==> src/rtl/usr_access_pkg.sv <==
// Shared constants for the user-access word buffer: overflow policies,
// default widths and the pointer-width helper.
package usr_access_pkg;

  localparam int unsigned OVF_DROP_NEW    = 0;
  localparam int unsigned OVF_DROP_OLDEST = 1;

  localparam int unsigned DEF_DATA_W = 32;
  localparam int unsigned DEF_CNT_W  = 16;

  function automatic int unsigned ptr_w(input int unsigned depth);
    return $clog2(depth);
  endfunction

endpackage

==> src/rtl/usr_access_fifo_mem.sv <==
// DEPTH x DATA_W circular store with read/write pointers and occupancy.
// Exposes next-cycle level and head word so the parent can register out_data.
module usr_access_fifo_mem
  import usr_access_pkg::*;
#(
  parameter int unsigned DATA_W = DEF_DATA_W,
  parameter int unsigned DEPTH  = 4
) (
  input  logic                    clock,
  input  logic                    reset_n,
  input  logic                    clear,
  input  logic                    write,
  input  logic                    advance,
  input  logic [DATA_W-1:0]       wr_data,
  output logic [ptr_w(DEPTH):0]   level,
  output logic [ptr_w(DEPTH):0]   level_next,
  output logic [DATA_W-1:0]       head_next
);

  localparam int unsigned PW = ptr_w(DEPTH);
  localparam int unsigned LW = PW + 1;

  logic [DATA_W-1:0] mem [DEPTH];
  logic [PW-1:0]     wr_ptr;
  logic [PW-1:0]     rd_ptr;
  logic [PW-1:0]     rd_next;

  always_ff @(posedge clock) begin
    if (write) mem[wr_ptr] <= wr_data;
  end

  always_ff @(posedge clock or negedge reset_n) begin
    if (!reset_n) begin
      wr_ptr <= '0;
      rd_ptr <= '0;
      level  <= '0;
    end else if (clear) begin
      wr_ptr <= '0;
      rd_ptr <= '0;
      level  <= '0;
    end else begin
      if (write) wr_ptr <= wr_ptr + PW'(1);
      rd_ptr <= rd_next;
      level  <= level_next;
    end
  end

  always_comb begin
    rd_next    = rd_ptr;
    level_next = level;
    if (advance && !clear) rd_next = rd_ptr + PW'(1);
    if (clear)                  level_next = '0;
    else if (write && !advance) level_next = level + LW'(1);
    else if (advance && !write) level_next = level - LW'(1);
  end

  // A word written this cycle into the slot that becomes head must be forwarded.
  always_comb begin
    head_next = mem[rd_next];
    if (write && (wr_ptr == rd_next)) head_next = wr_data;
  end

endmodule

==> src/rtl/usr_access_word_buffer.sv <==
// Capture buffer for configuration user-access words with valid/ready output,
// overflow policy and accepted-word counter. Optional: USR_ACCESS_CHANGE_FILTER_EN.
module usr_access_word_buffer
  import usr_access_pkg::*;
#(
  parameter int unsigned DATA_W      = DEF_DATA_W,
  parameter int unsigned DEPTH       = 4,
  parameter int unsigned DROP_OLDEST = OVF_DROP_NEW,
  parameter int unsigned CNT_W       = DEF_CNT_W
) (
  input  logic                    clock,
  input  logic                    reset_n,
  input  logic [DATA_W-1:0]       in_data,
  input  logic                    in_valid,
  input  logic                    clear,
  output logic [DATA_W-1:0]       out_data,
  output logic                    out_valid,
  input  logic                    out_ready,
  output logic [$clog2(DEPTH):0]  level,
  output logic                    overflow,
  output logic [CNT_W-1:0]        word_count
);

  localparam int unsigned LW       = ptr_w(DEPTH) + 1;
  localparam logic [LW-1:0] FULL   = LW'(DEPTH);
  localparam bit            DROP_OLD = (DROP_OLDEST == OVF_DROP_OLDEST);

  logic              push;
  logic              pop;
  logic              full;
  logic              write;
  logic              advance;
  logic              ovf_event;
  logic [LW-1:0]     level_next;
  logic [DATA_W-1:0] head_next;

`ifdef USR_ACCESS_CHANGE_FILTER_EN
  logic [DATA_W-1:0] last_word;
  logic              last_valid;

  assign push = in_valid && (!last_valid || (in_data != last_word));

  always_ff @(posedge clock or negedge reset_n) begin
    if (!reset_n) begin
      last_word  <= '0;
      last_valid <= 1'b0;
    end else if (clear) begin
      last_valid <= 1'b0;
    end else if (write) begin
      last_word  <= in_data;
      last_valid <= 1'b1;
    end
  end
`else
  assign push = in_valid;
`endif

  assign out_valid = (level != '0);
  assign pop       = out_valid && out_ready;
  assign full      = (level == FULL);
  assign write     = push && !clear && (!full || pop || DROP_OLD);
  // Drop-oldest on a full FIFO retires the head even without a pop.
  assign advance   = !clear && (pop || (push && full && !pop && DROP_OLD));
  assign ovf_event = push && full && !pop && !clear;

  usr_access_fifo_mem #(
    .DATA_W (DATA_W),
    .DEPTH  (DEPTH)
  ) u_mem (
    .clock      (clock),
    .reset_n    (reset_n),
    .clear      (clear),
    .write      (write),
    .advance    (advance),
    .wr_data    (in_data),
    .level      (level),
    .level_next (level_next),
    .head_next  (head_next)
  );

  always_ff @(posedge clock or negedge reset_n) begin
    if (!reset_n) begin
      out_data   <= '0;
      overflow   <= 1'b0;
      word_count <= '0;
    end else if (clear) begin
      overflow   <= 1'b0;
      word_count <= '0;
    end else begin
      if (level_next != '0) out_data <= head_next;
      if (ovf_event)        overflow <= 1'b1;
      if (write)            word_count <= word_count + CNT_W'(1);
    end
  end

endmodule

==> config.mk <==
export PLATFORM = sky130hd
export DESIGN_NAME = usr_access_word_buffer
export DESIGN_NICKNAME = d
export VERILOG_FILES = /design/src/rtl/usr_access_pkg.sv /design/src/rtl/usr_access_fifo_mem.sv /design/src/rtl/usr_access_word_buffer.sv
export SDC_FILE = /design/constraint.sdc
export NUM_CORES = 1
export LEC_CHECK = 0
export ABC_AREA = 1
export CAP_MARGIN = 5
export CORE_UTILIZATION = 50
export CTS_CLUSTER_SIZE = 28
export DETAILED_ROUTE_END_ITERATION = 16
export GPL_ROUTABILITY_DRIVEN = 0
export PLACE_DENSITY_LB_ADDON = 0.12
export SETUP_SLACK_MARGIN = 0.02
export SLEW_MARGIN = 20
export SYNTH_ARGS = -nofsm -noshare
export SYNTH_HDL_FRONTEND = slang
export SYNTH_SLANG_ARGS = --single-unit
==> constraint.sdc <==
create_clock -name clock -period 2.8 [get_ports clock]
set_clock_uncertainty 0.2 [all_clocks]
set_input_delay 0.28 -clock clock [delete_from_list [all_inputs] [get_ports clock]]
set_output_delay 0.28 -clock clock [all_outputs]
set_load 0.01 [all_outputs]
Word level (Yosys, flattened, before mapping)
Memory sizes are Yosys's and may differ from the RTL's. A register that Yosys moved wholly into a read port is not among the register bits.
Cells that the tools add are included.
{ "word_totals": {"inputBits": 37, "ramBits": 128, "mem_count": 1, "latch_bits": 0, "regBits": 24, "rom_bits": 0, "word_cells": 49} }
{ "classes": {"bitwise_logic": 1, "order_cmp": 0, "n_mux": 14, "reduce_logical": 22, "div": 0, "mul": 0, "n_shift": 0, "n_addsub": 5, "eq_ne": 1} }
{ "memory_table": {"columns": ["memory", "words", "word_bits", "read_ports", "rd_clocked_by_memory_dff", "wr", "line", "text"], "rows": [
  ["u_mem.mem", 4, 32, 1, 1, 1, "usr_access_fifo_mem.sv:23", "logic [DATA_W-1:0] mem [DEPTH];"]
]} }
{ "op_table": {"columns": ["op", "n"], "rows": [
  ["two-way mux 16 bit", 2],
  ["adder 16 x 1 -> 16 bit (second input constant)", 1],
  ["two-way mux 3 bit", 4],
  ["logical AND 1 bit", 10],
  ["two-way mux 2 bit", 4],
  ["zero test 1 bit", 6],
  ["nonzero test 3 bit", 2],
  ["adder 2 x 1 -> 2 bit (second input constant)", 2],
  ["two-way mux 1 bit", 4],
  ["nonzero test 2 bit", 2],
  ["adder 3 x 1 -> 3 bit (second input constant)", 1],
  ["== test 3 bit (second input constant)", 1],
  ["subtractor 3 x 1 -> 3 bit (second input constant)", 1],
  ["AND reduction 2 bit", 1],
  ["logical OR 1 bit", 1],
  ["inverter 1 bit", 1]
]} }

Longest topological paths before layout
Gate-level depths: netlist of run 1.
{ "depth": {"ltp_word": 11, "ltp_mapped": 15, "depth_no_buf": 14} }

Modules after synthesis
Synthesis of run 1 repeated with hierarchy kept, for this count alone.
{ "hier_totals": {"cells_unflattened": 980, "hier_area_um2": 8867.3} }
{ "by_module_without_submodules": {"columns": ["mod", "cells_each", "n_inst", "area_each_um2"], "rows": [
  ["usr_access_fifo_mem", 682, 1, 6523.8],
  ["usr_access_word_buffer", 298, 1, 2343.5]
]} }

Worst setup path before layout of run 1
Ideal clock, no wire load.
{ "synth_path": {"kind": "register to register", "from": "register u_mem.level[0]", "to": "memory u_mem.mem[0][0] (netlist bit), enable pin", "setup_slack_ps": -337, "synth_period_minus_slack_ps": 3137, "path_stages_with_launch": 7, "setup_time_ps": 421, "t_arrival_ps": 2516, "cell_sequence": "dfrtp_1 -> inv_1 -> ha_1 -> nand3_1 -> nand2_2 -> buf_1 -> nor2_1"} }
{ "synth_between": {"elab_chain_cells": 6} }
{ "synth_rtl": {"columns": ["item", "line", "text"], "rows": [
  ["from (decl)", "usr_access_fifo_mem.sv:15", "output logic [ptr_w(DEPTH):0] level,"],
  ["from (signal assigned)", "usr_access_fifo_mem.sv:44", "level <= level_next;"],
  ["== test 3 bit / nonzero test 3 bit (equally long branches)", "usr_access_word_buffer.sv:60, usr_access_word_buffer.sv:58", null],
  ["zero test 1 bit / logical AND 1 bit (equally long branches)", "usr_access_word_buffer.sv:61, usr_access_word_buffer.sv:59", null],
  ["logical OR 1 bit *", "usr_access_word_buffer.sv:61", "assign write = push && !clear && (!full || pop || DROP_OLD);"],
  ["logical AND 1 bit *", "usr_access_word_buffer.sv:61", null],
  ["two-way mux 1 bit *", "usr_access_fifo_mem.sv:29", "if (write) mem[wr_ptr] <= wr_data;"],
  ["two-way mux 1 bit (not written as such) *", "usr_access_fifo_mem.sv:29", null],
  ["to (decl)", "usr_access_fifo_mem.sv:23", null]
]} }
Mark *: on every way between the ends. The rest lies on a longest branch, timed or not.

Worst setup path after layout of run 1
{ "layout_path": {"from": "register u_mem.level[0]", "to": "register out_data[18] (read register of u_mem.mem)"} }
{ "layout_between": {"elab_chain_cells": 11} }
{ "layout_rtl": {"columns": ["item", "line", "text"], "rows": [
  ["== test 3 bit / nonzero test 3 bit (equally long branches)", "usr_access_word_buffer.sv:60, usr_access_word_buffer.sv:58", null],
  ["zero test 1 bit / logical AND 1 bit (equally long branches)", "usr_access_word_buffer.sv:61, usr_access_word_buffer.sv:59", null],
  ["logical OR 1 bit", "usr_access_word_buffer.sv:61", null],
  ["logical AND 1 bit", "usr_access_word_buffer.sv:61", null],
  ["zero test 1 bit", "usr_access_fifo_mem.sv:54", "else if (advance && !write) level_next = level - LW'(1);"],
  ["logical AND 1 bit", "usr_access_fifo_mem.sv:54", null],
  ["two-way mux 3 bit", "usr_access_fifo_mem.sv:54", null],
  ["two-way mux 3 bit", "usr_access_fifo_mem.sv:53", "else if (write && !advance) level_next = level + LW'(1);"],
  ["two-way mux 3 bit", "usr_access_fifo_mem.sv:52", "if (clear) level_next = '0;"],
  ["nonzero test 3 bit", "usr_access_word_buffer.sv:90", "if (level_next != '0) out_data <= head_next;"],
  ["AND reduction 2 bit (no line)", null, null],
  ["to (decl)", "usr_access_word_buffer.sv:16", "output logic [DATA_W-1:0] out_data,"]
]} }
Parallel ways exist; a longest one is shown, timed or not.
A chain may end at the register's enable or synchronous reset.

==> flow_summary.rst, run 1 <==
.. list-table::
   :header-rows: 1

   * - Metric
     - Value
   * - Ratio of cells with drive above 1 in the final layout
     - 7.85%
   * - Row cnt
     - 47
   * - Reg-to-reg critical path startpoint
     - u_mem.level[0]
   * - Inserted Clock Buffers
     - 17
   * - Final WL
     - 19900 µm
   * - GRT Total Usage
     - 23.6%
   * - Count of buffers from port buffering
     - 89
   * - Power per unit of standard cell area
     - 726 nW/µm²
   * - Clock tree from TritonCTS
     - built
   * - # nets final
     - 1025
   * - Maximum clock path buffer count
     - 2
   * - Root buffer selected by CTS
     - sky130_fd_sc_hd__clkbuf_16
   * - Crit path max-delay family
     - simple AND/OR/NAND/NOR gates
   * - Unrepaired setup endpoints after global routing
     - false
   * - Total setup violations reported at the end of the flow
     - 0
   * - Cells along the critical path
     - inv_1 -> ha_1 -> nand2_1 -> nand2_2 -> nand2_2 -> buf_12 -> nand3_1 -> nand3_1 -> nor2_4 -> buf_12 -> nand2_1 -> nand2_1 -> nand2_1 -> nand2_1
   * - Transition at the pin with the smallest max-transition slack
     - 0.542 ns
   * - Die Y
     - 133 µm
   * - Post-route non-filler standard cell count
     - 1213
   * - Critical path arrival
     - 2.61 ns
   * - Slowest cell delay on critical path
     - 0.40 ns
   * - Critical Setup Path Class
     - flip-flop to flip-flop
   * - Maximum number of pins on one net before global-route repair
     - 66
   * - Worst Setup Start Kind
     - flip-flop
   * - Clock transition time at the flip-flop clock pins of the worst setup and hold paths
     - 0.07 ns
   * - Initial core utilization
     - 51.6%
   * - Post-Layout Inst Area
     - 10500 µm²
   * - Number of DRC markers in iteration 0
     - 470
   * - Period utilization
     - 89.4%
   * - Syn nets
     - 937
   * - Number of buffers inserted by hold repair at cts
     - 1
   * - Register bit total from synthesis
     - 184
   * - Ys Warns
     - 0
   * - Element type at the critical path end
     - flip-flop
   * - Vias post-DR
     - 6343
   * - Post-cts resize count
     - 0
   * - Lkg Pwr
     - 4.57 nW
   * - I/O pin cnt
     - 90
   * - Compound-Gate Fraction of Synth Area
     - 1.41%
   * - Minimum clock period after layout
     - 2.50 ns
   * - Crit-path slowest cell
     - sky130_fd_sc_hd__dfrtp_1
   * - Internal cell power
     - 0.00542 W
   * - Syn Area/Cell
     - 9.65 µm²
   * - Synth Instances
     - 892
   * - Detailed-route wire length per cell
     - 16.4 µm
   * - Clock latency reported for the late side of the worst-skew pair
     - 0.43 ns
   * - Fraction of synthesized area in multiplexers
     - 0%
   * - Total net switching power
     - 0.00218 W
   * - Post-detailed-route DRC marker count
     - 0
   * - Leading cell types in the layout, fill and taps excluded
     - sky130_fd_sc_hd__nand2_1, sky130_fd_sc_hd__edfxtp_1, sky130_fd_sc_hd__inv_1
   * - Share of total power consumed by net switching
     - 28.7%
   * - Drt via density
     - 5.23
   * - Count of distinct cell types in the synthesized netlist
     - 29
   * - Combined buffer and inverter count along the critical path
     - 3
   * - F_max
     - 0.399 GHz
   * - Class of the most critical hold timing path
     - primary input to async pin
   * - Total placed instance area
     - 9870 µm²
   * - Critical path's most frequent cell
     - sky130_fd_sc_hd__nand2_1
   * - Main combinational cell family by area after synthesis
     - simple AND/OR/NAND/NOR gates
   * - Area added between synthesis and finish
     - 21.5%
   * - Filler Cell Count
     - 1420
   * - Cell total after placement
     - 1180
   * - Total count of hold-check failures in the final report
     - 0
   * - Antenna Nets Post-Route
     - 0
   * - Critical Path Fanout Max
     - 65
   * - Die Span X
     - 133 µm
   * - Slew Limit Headroom
     - 63.9%
   * - Clock share of power
     - 30.8%
   * - Final Core Density
     - 62.6%
   * - Global-route congestion overflow total
     - 0
   * - Cell depth of the worst flop-to-flop path
     - 14
   * - Post-synthesis cell area
     - 8610 µm²
   * - Number of antenna violations at the first check in global routing
     - 0
   * - # Max-Cap Violations
     - 0
   * - Flop pwr share
     - 44.6%
   * - Post-synthesis adder-cell area fraction
     - 1.16%
   * - Fraction of synthesized cell area in xor and xnor cells
     - 0.305%
   * - Number of detailed-route iterations in the first pass
     - 5
   * - Number of clock sinks
     - 184
   * - Post-CTS Setup Inserts
     - 0
   * - Endpoint required time on the critical path
     - 2.91 ns
   * - Worst setup timing slack at the placement stage
     - 0.157 ns
   * - Most common library cell in the layout ignoring fill and taps
     - sky130_fd_sc_hd__nand2_1
   * - Part of the power in combinational logic
     - 24.6%
   * - Outcome
     - complete, no violations
   * - Worst supply voltage drop on vdd
     - 525 µV
   * - Destination of the worst register-to-register timing path
     - out_data[18]
   * - Final-report max-slew violation count
     - 0
   * - Slack of the worst reg-to-reg path
     - 0.30 ns
   * - Vias in the first global route
     - 6016
   * - Placed wire-length estimate
     - 11500 µm
   * - Total number of H-tree levels
     - 4
   * - Min setup slack post-route
     - 0.296 ns
   * - Global-route wire length before repair
     - 32000 µm
   * - Share of synthesized area occupied by flip-flops and latches
     - 60.9%
   * - Antenna diode count
     - 0
   * - Die footprint
     - 17800 µm²
   * - Placeable core region
     - 16700 µm²
   * - Stages on the worst setup path
     - 14
   * - Simple-gate share of the synthesized area
     - 28.7%
==> logic make-up after synthesis <==
logic type / count (synthesis)
AND/OR/NAND/NOR: 525
XOR/XNOR: 3
AO/OA/AOI/OAI: 23
buffers and inverters: 149
flip-flops: 184
adder cells (fa/ha/maj): 8
==> per-stage QoR <==
step           TNS [ns]  hold WS (ns)  power [W]
6_report              0         0.168    0.00759
5_1_grt               0         0.187    0.00796
4_1_cts               0         0.166    0.00763
3_5_place_dp          0        0.0762    0.00529
3_3_place_gp          0        0.0690    0.00528
2_1_floorplan    -43.19        -0.216    0.00440
==> power by group through the flow <==
stage	sequential, W	combinational, W	clock [W]
global placement	0.00344	0.00184	0
detailed placement	0.00343	0.00186	0
global route	0.00342	0.00205	0.00249
floorplan	0.00351	0.000888	0
CTS	0.00339	0.00188	0.00237
finish	0.00339	0.00187	0.00234
==> sequential cells by signal, summed over array words and instances (netlist names) <==
name          count
u_mem.level       3
u_mem.rd_ptr      2
overflow          1
u_mem.mem       128
word_count       16
out_data         32
u_mem.wr_ptr      2
==> synthesized netlist by cell type <==
| library cell | count | area, µm² |
|---|---|---|
| sky130_fd_sc_hd__a211oi_1 | 1 | 7.51 |
| sky130_fd_sc_hd__a21oi_1 | 6 | 30.0 |
| sky130_fd_sc_hd__a31oi_1 | 1 | 6.26 |
| sky130_fd_sc_hd__and3_1 | 1 | 6.26 |
| sky130_fd_sc_hd__buf_1 | 1 | 3.75 |
| sky130_fd_sc_hd__buf_2 | 37 | 185 |
| sky130_fd_sc_hd__buf_4 | 7 | 52.6 |
| sky130_fd_sc_hd__buf_6 | 2 | 22.5 |
| sky130_fd_sc_hd__clkbuf_1 | 2 | 7.51 |
| sky130_fd_sc_hd__dfrtp_1 | 56 | 1400 |
| sky130_fd_sc_hd__edfxtp_1 | 128 | 3840 |
| sky130_fd_sc_hd__ha_1 | 8 | 100 |
| sky130_fd_sc_hd__inv_1 | 97 | 364 |
| sky130_fd_sc_hd__inv_2 | 3 | 11.3 |
| sky130_fd_sc_hd__nand2_1 | 298 | 1120 |
| sky130_fd_sc_hd__nand2_2 | 7 | 43.8 |
| sky130_fd_sc_hd__nand3_1 | 81 | 405 |
| sky130_fd_sc_hd__nand3_2 | 4 | 40.0 |
| sky130_fd_sc_hd__nand3b_1 | 64 | 480 |
| sky130_fd_sc_hd__nand4_1 | 36 | 225 |
| sky130_fd_sc_hd__nor2_1 | 23 | 86.3 |
| sky130_fd_sc_hd__nor2_2 | 1 | 6.26 |
| sky130_fd_sc_hd__nor2_4 | 1 | 11.3 |
| sky130_fd_sc_hd__nor3_1 | 7 | 35.0 |
| sky130_fd_sc_hd__nor4_1 | 1 | 6.26 |
| sky130_fd_sc_hd__o21a_1 | 1 | 7.51 |
| sky130_fd_sc_hd__o21ai_0 | 14 | 70.1 |
| sky130_fd_sc_hd__or2_2 | 1 | 6.26 |
| sky130_fd_sc_hd__xnor2_1 | 3 | 26.3 |
==> how the worst max path moves through the flow <==
| stage | slack, ns | endpoint | from |
|---|---|---|---|
| 4_1_cts | 0.28 | out_data[12] | u_mem.level[0] |
| 5_1_grt | 0.07 | out_data[15] | u_mem.level[0] |
| 3_5_place_dp | 0.16 | out_data[18] | out_ready |
| 3_3_place_gp | 0.21 | out_data[0] | out_ready |
| 6_report | 0.30 | out_data[18] | u_mem.level[0] |
| 2_1_floorplan | -0.34 | u_mem.mem[0][0] | u_mem.level[0] |
==> metal layers <==
layer  part of all wire (%)  track usage (%)  vias up
met3                    5.0             4.15       12
met2                     47             37.0      165
met5                      0                0        -
met1                     47             33.6     3034
li1                       -                -     3132
met4                   0.94             7.45        0
==> final cells by class <==
class | instances | area [µm²] | share of cell area [%]
Sequential cell | 184 | 5250 | 50.1
Multi-Input combinational cell | 559 | 2740 | 26.2
Timing Repair Buffer | 118 | 1240 | 11.9
Clock buffer | 26 | 510 | 4.88
Inverter | 100 | 375 | 3.59
Tap cell | 220 | 275 | 2.63
Clock inverter | 6 | 66.3 | 0.634
No activity file was read; power rests on OpenSTA's default activity.
==> run 2, diff against run 1 <==
HOLD_SLACK_MARGIN = 0.02   (was not set)
==> results of run 2 <==
The final DEF is identical to that of run 1; final timing and power are the same.
==> run 3, diff against run 2 <==
CORE_UTILIZATION = 51   (was 50)
==> run 3 against run 2 <==
  * Routed wire length is 2.7% higher
  * Largest power group unchanged
  * Largest cell class unchanged
  * First-iteration DRC count grew 17%
  * Clock power up 16%
  * Sequential share of layout area decreased by 0.44 points
  * Worst hold slack gained 0.12 ns
  * Core utilization rose by 1.2 points
==> flow_summary.rst, run 3 (same netlist as run 1, synthesis figures left out) <==
.. list-table::
   :header-rows: 1

   * - Metric
     - Value
   * - Outcome
     - complete, no violations
   * - Element type at the critical path end
     - flip-flop
   * - Detailed-route wire length per cell
     - 16.8 µm
   * - # nets final
     - 1028
   * - Period utilization
     - 89.7%
   * - Placeable core region
     - 16500 µm²
   * - Slew Limit Headroom
     - 35.0%
   * - Most common library cell in the layout ignoring fill and taps
     - sky130_fd_sc_hd__nand2_1
   * - Unrepaired setup endpoints after global routing
     - false
   * - Global-route wire length before repair
     - 33400 µm
   * - Die Span X
     - 132 µm
   * - Largest regs
     - u_mem.mem: 128 flops, out_data: 32 flops, word_count: 16 flops
   * - Worst Setup Start Kind
     - flip-flop
   * - Total count of hold-check failures in the final report
     - 0
   * - # Max-Cap Violations
     - 0
   * - F_max
     - 0.398 GHz
   * - GRT Total Usage
     - 25.0%
   * - Number of detailed-route iterations in the first pass
     - 5
   * - Maximum number of pins on one net before global-route repair
     - 64
   * - Overall power
     - 0.00797 W
   * - Die Y
     - 132 µm
   * - Class of the most critical hold timing path
     - flip-flop to flip-flop
   * - Row cnt
     - 47
   * - Antenna Nets Post-Route
     - 0
   * - Lkg Pwr
     - 4.60 nW
   * - Area added between synthesis and finish
     - 22.6%
   * - Clock transition time at the flip-flop clock pins of the worst setup and hold paths
     - 0.07 ns
   * - Clock latency reported for the late side of the worst-skew pair
     - 0.43 ns
   * - Count of buffers from port buffering
     - 89
   * - Critical Path Fanout Max
     - 16
   * - Minimum clock period after layout
     - 2.51 ns
   * - Power per unit of standard cell area
     - 756 nW/µm²
   * - Vias in the first global route
     - 6295
   * - Post-CTS Setup Inserts
     - 0
   * - Critical Setup Path Class
     - flip-flop to flip-flop
   * - Number of clock sinks
     - 184
   * - Final-report max-slew violation count
     - 0
   * - Vias post-DR
     - 6416
   * - Critical path arrival
     - 2.64 ns
   * - Total setup violations reported at the end of the flow
     - 0
   * - I/O pin cnt
     - 90
   * - Drt via density
     - 5.28
   * - Number of DRC markers in iteration 0
     - 552
   * - Ratio of cells with drive above 1 in the final layout
     - 8.53%
   * - Leading cell types in the layout, fill and taps excluded
     - sky130_fd_sc_hd__nand2_1, sky130_fd_sc_hd__edfxtp_1, sky130_fd_sc_hd__inv_1
   * - Placed wire-length estimate
     - 12100 µm
   * - Total Neg Setup Slack
     - 0 ns
   * - Transition at the pin with the smallest max-transition slack
     - 0.976 ns
   * - Number of antenna violations at the first check in global routing
     - 0
   * - Most flops, register
     - u_mem.mem
   * - Root buffer selected by CTS
     - sky130_fd_sc_hd__clkbuf_16
   * - Post-detailed-route DRC marker count
     - 0
   * - Total number of H-tree levels
     - 4
   * - Maximum clock path buffer count
     - 2
   * - Antenna diode count
     - 0
   * - Endpoint required time on the critical path
     - 2.92 ns
   * - Inserted Clock Buffers
     - 17
   * - Clock tree from TritonCTS
     - built
   * - Min setup slack post-route
     - 0.288 ns
   * - Die footprint
     - 17400 µm²
   * - Global-route congestion overflow total
     - 0
   * - Worst supply voltage drop on vdd
     - 477 µV
   * - Initial core utilization
     - 52.1%
   * - Final WL
     - 20400 µm
   * - Worst setup timing slack at the placement stage
     - 0.181 ns
   * - Number of flip-flops under the largest register name
     - 128
-- run 3: routing by layer --
| metal | GRT usage, % | share of wire [%] |
|---|---|---|
| met4 | 8.72 | 1.4 |
| met2 | 40.7 | 48 |
| met3 | 3.65 | 4.8 |
| met1 | 34.4 | 46 |
| met5 | 0 | 0 |
-- run 3: worst paths after layout --
| path | slack [ns] | end | start | depth (start not counted) |
|---|---|---|---|---|
| max | 0.29 | out_data[31] | u_mem.level[0] | 13 |
| min | 0.29 | overflow | overflow | 1 |
| max reg2reg | 0.29 | out_data[31] | u_mem.level[0] | 13 |
| min reg2reg | 0.29 | overflow | overflow | 1 |
| max in group asynchronous | 1.31 | word_count[8] | reset_n | 3 |
| min in group asynchronous | 0.34 | out_data[27] | reset_n | 2 |
-- run 3: final cells by class --
| class | instances | area (µm²) |
|---|---|---|
| clock inverter | 15 | 249 |
| inverter | 100 | 375 |
| fill | 1352 | 5970 |
| timing repair buffer | 121 | 1230 |
| multi-input combinational | 559 | 2750 |
| tap | 220 | 275 |
| clock buffer | 17 | 425 |
| sequential | 184 | 5250 |
-- run 3: through the flow --
| stage | cell area, µm² | hold WS (ns) | util [%] | instances |
|---|---|---|---|---|
| floorplan | 8610 | -0.216 | - | 892 |
| global placement | 9870 | 0.273 | 59.7 | 1183 |
| detailed placement | 9870 | 0.280 | 59.7 | 1183 |
| CTS | 10600 | 0.296 | 63.9 | 1216 |
| global route | 10600 | 0.317 | 63.9 | 1216 |
| finish | 10600 | 0.291 | 63.9 | 1216 |
-- run 3: power breakdown --
part	leakage (nW)	internal, W	switching (W)
Sequential	1.88	0.00321	0.000185
Clock	0.313	0.00168	0.00104
Combinational	2.40	0.000835	0.00102
-- run 3: worst max-delay path: stages (launching register included) --
cell and delay (ns):
sky130_fd_sc_hd__dfrtp_1 0.41, sky130_fd_sc_hd__inv_1 0.09, sky130_fd_sc_hd__ha_1 0.23, sky130_fd_sc_hd__nand2_1 0.16
sky130_fd_sc_hd__nand2_2 0.11, sky130_fd_sc_hd__nand2_2 0.12, sky130_fd_sc_hd__nand2_2 0.11, sky130_fd_sc_hd__a21oi_1 0.17
sky130_fd_sc_hd__nand3_2 0.29, sky130_fd_sc_hd__buf_12 0.27, sky130_fd_sc_hd__nand2_1 0.06, sky130_fd_sc_hd__nand2_1 0.05
sky130_fd_sc_hd__nand2_1 0.06, sky130_fd_sc_hd__nand2_1 0.07
-- run 3: timing repair --
action,CTS,global route
hold endpoints to repair,34,0
resized for setup,0,0
hold buffers,1,0
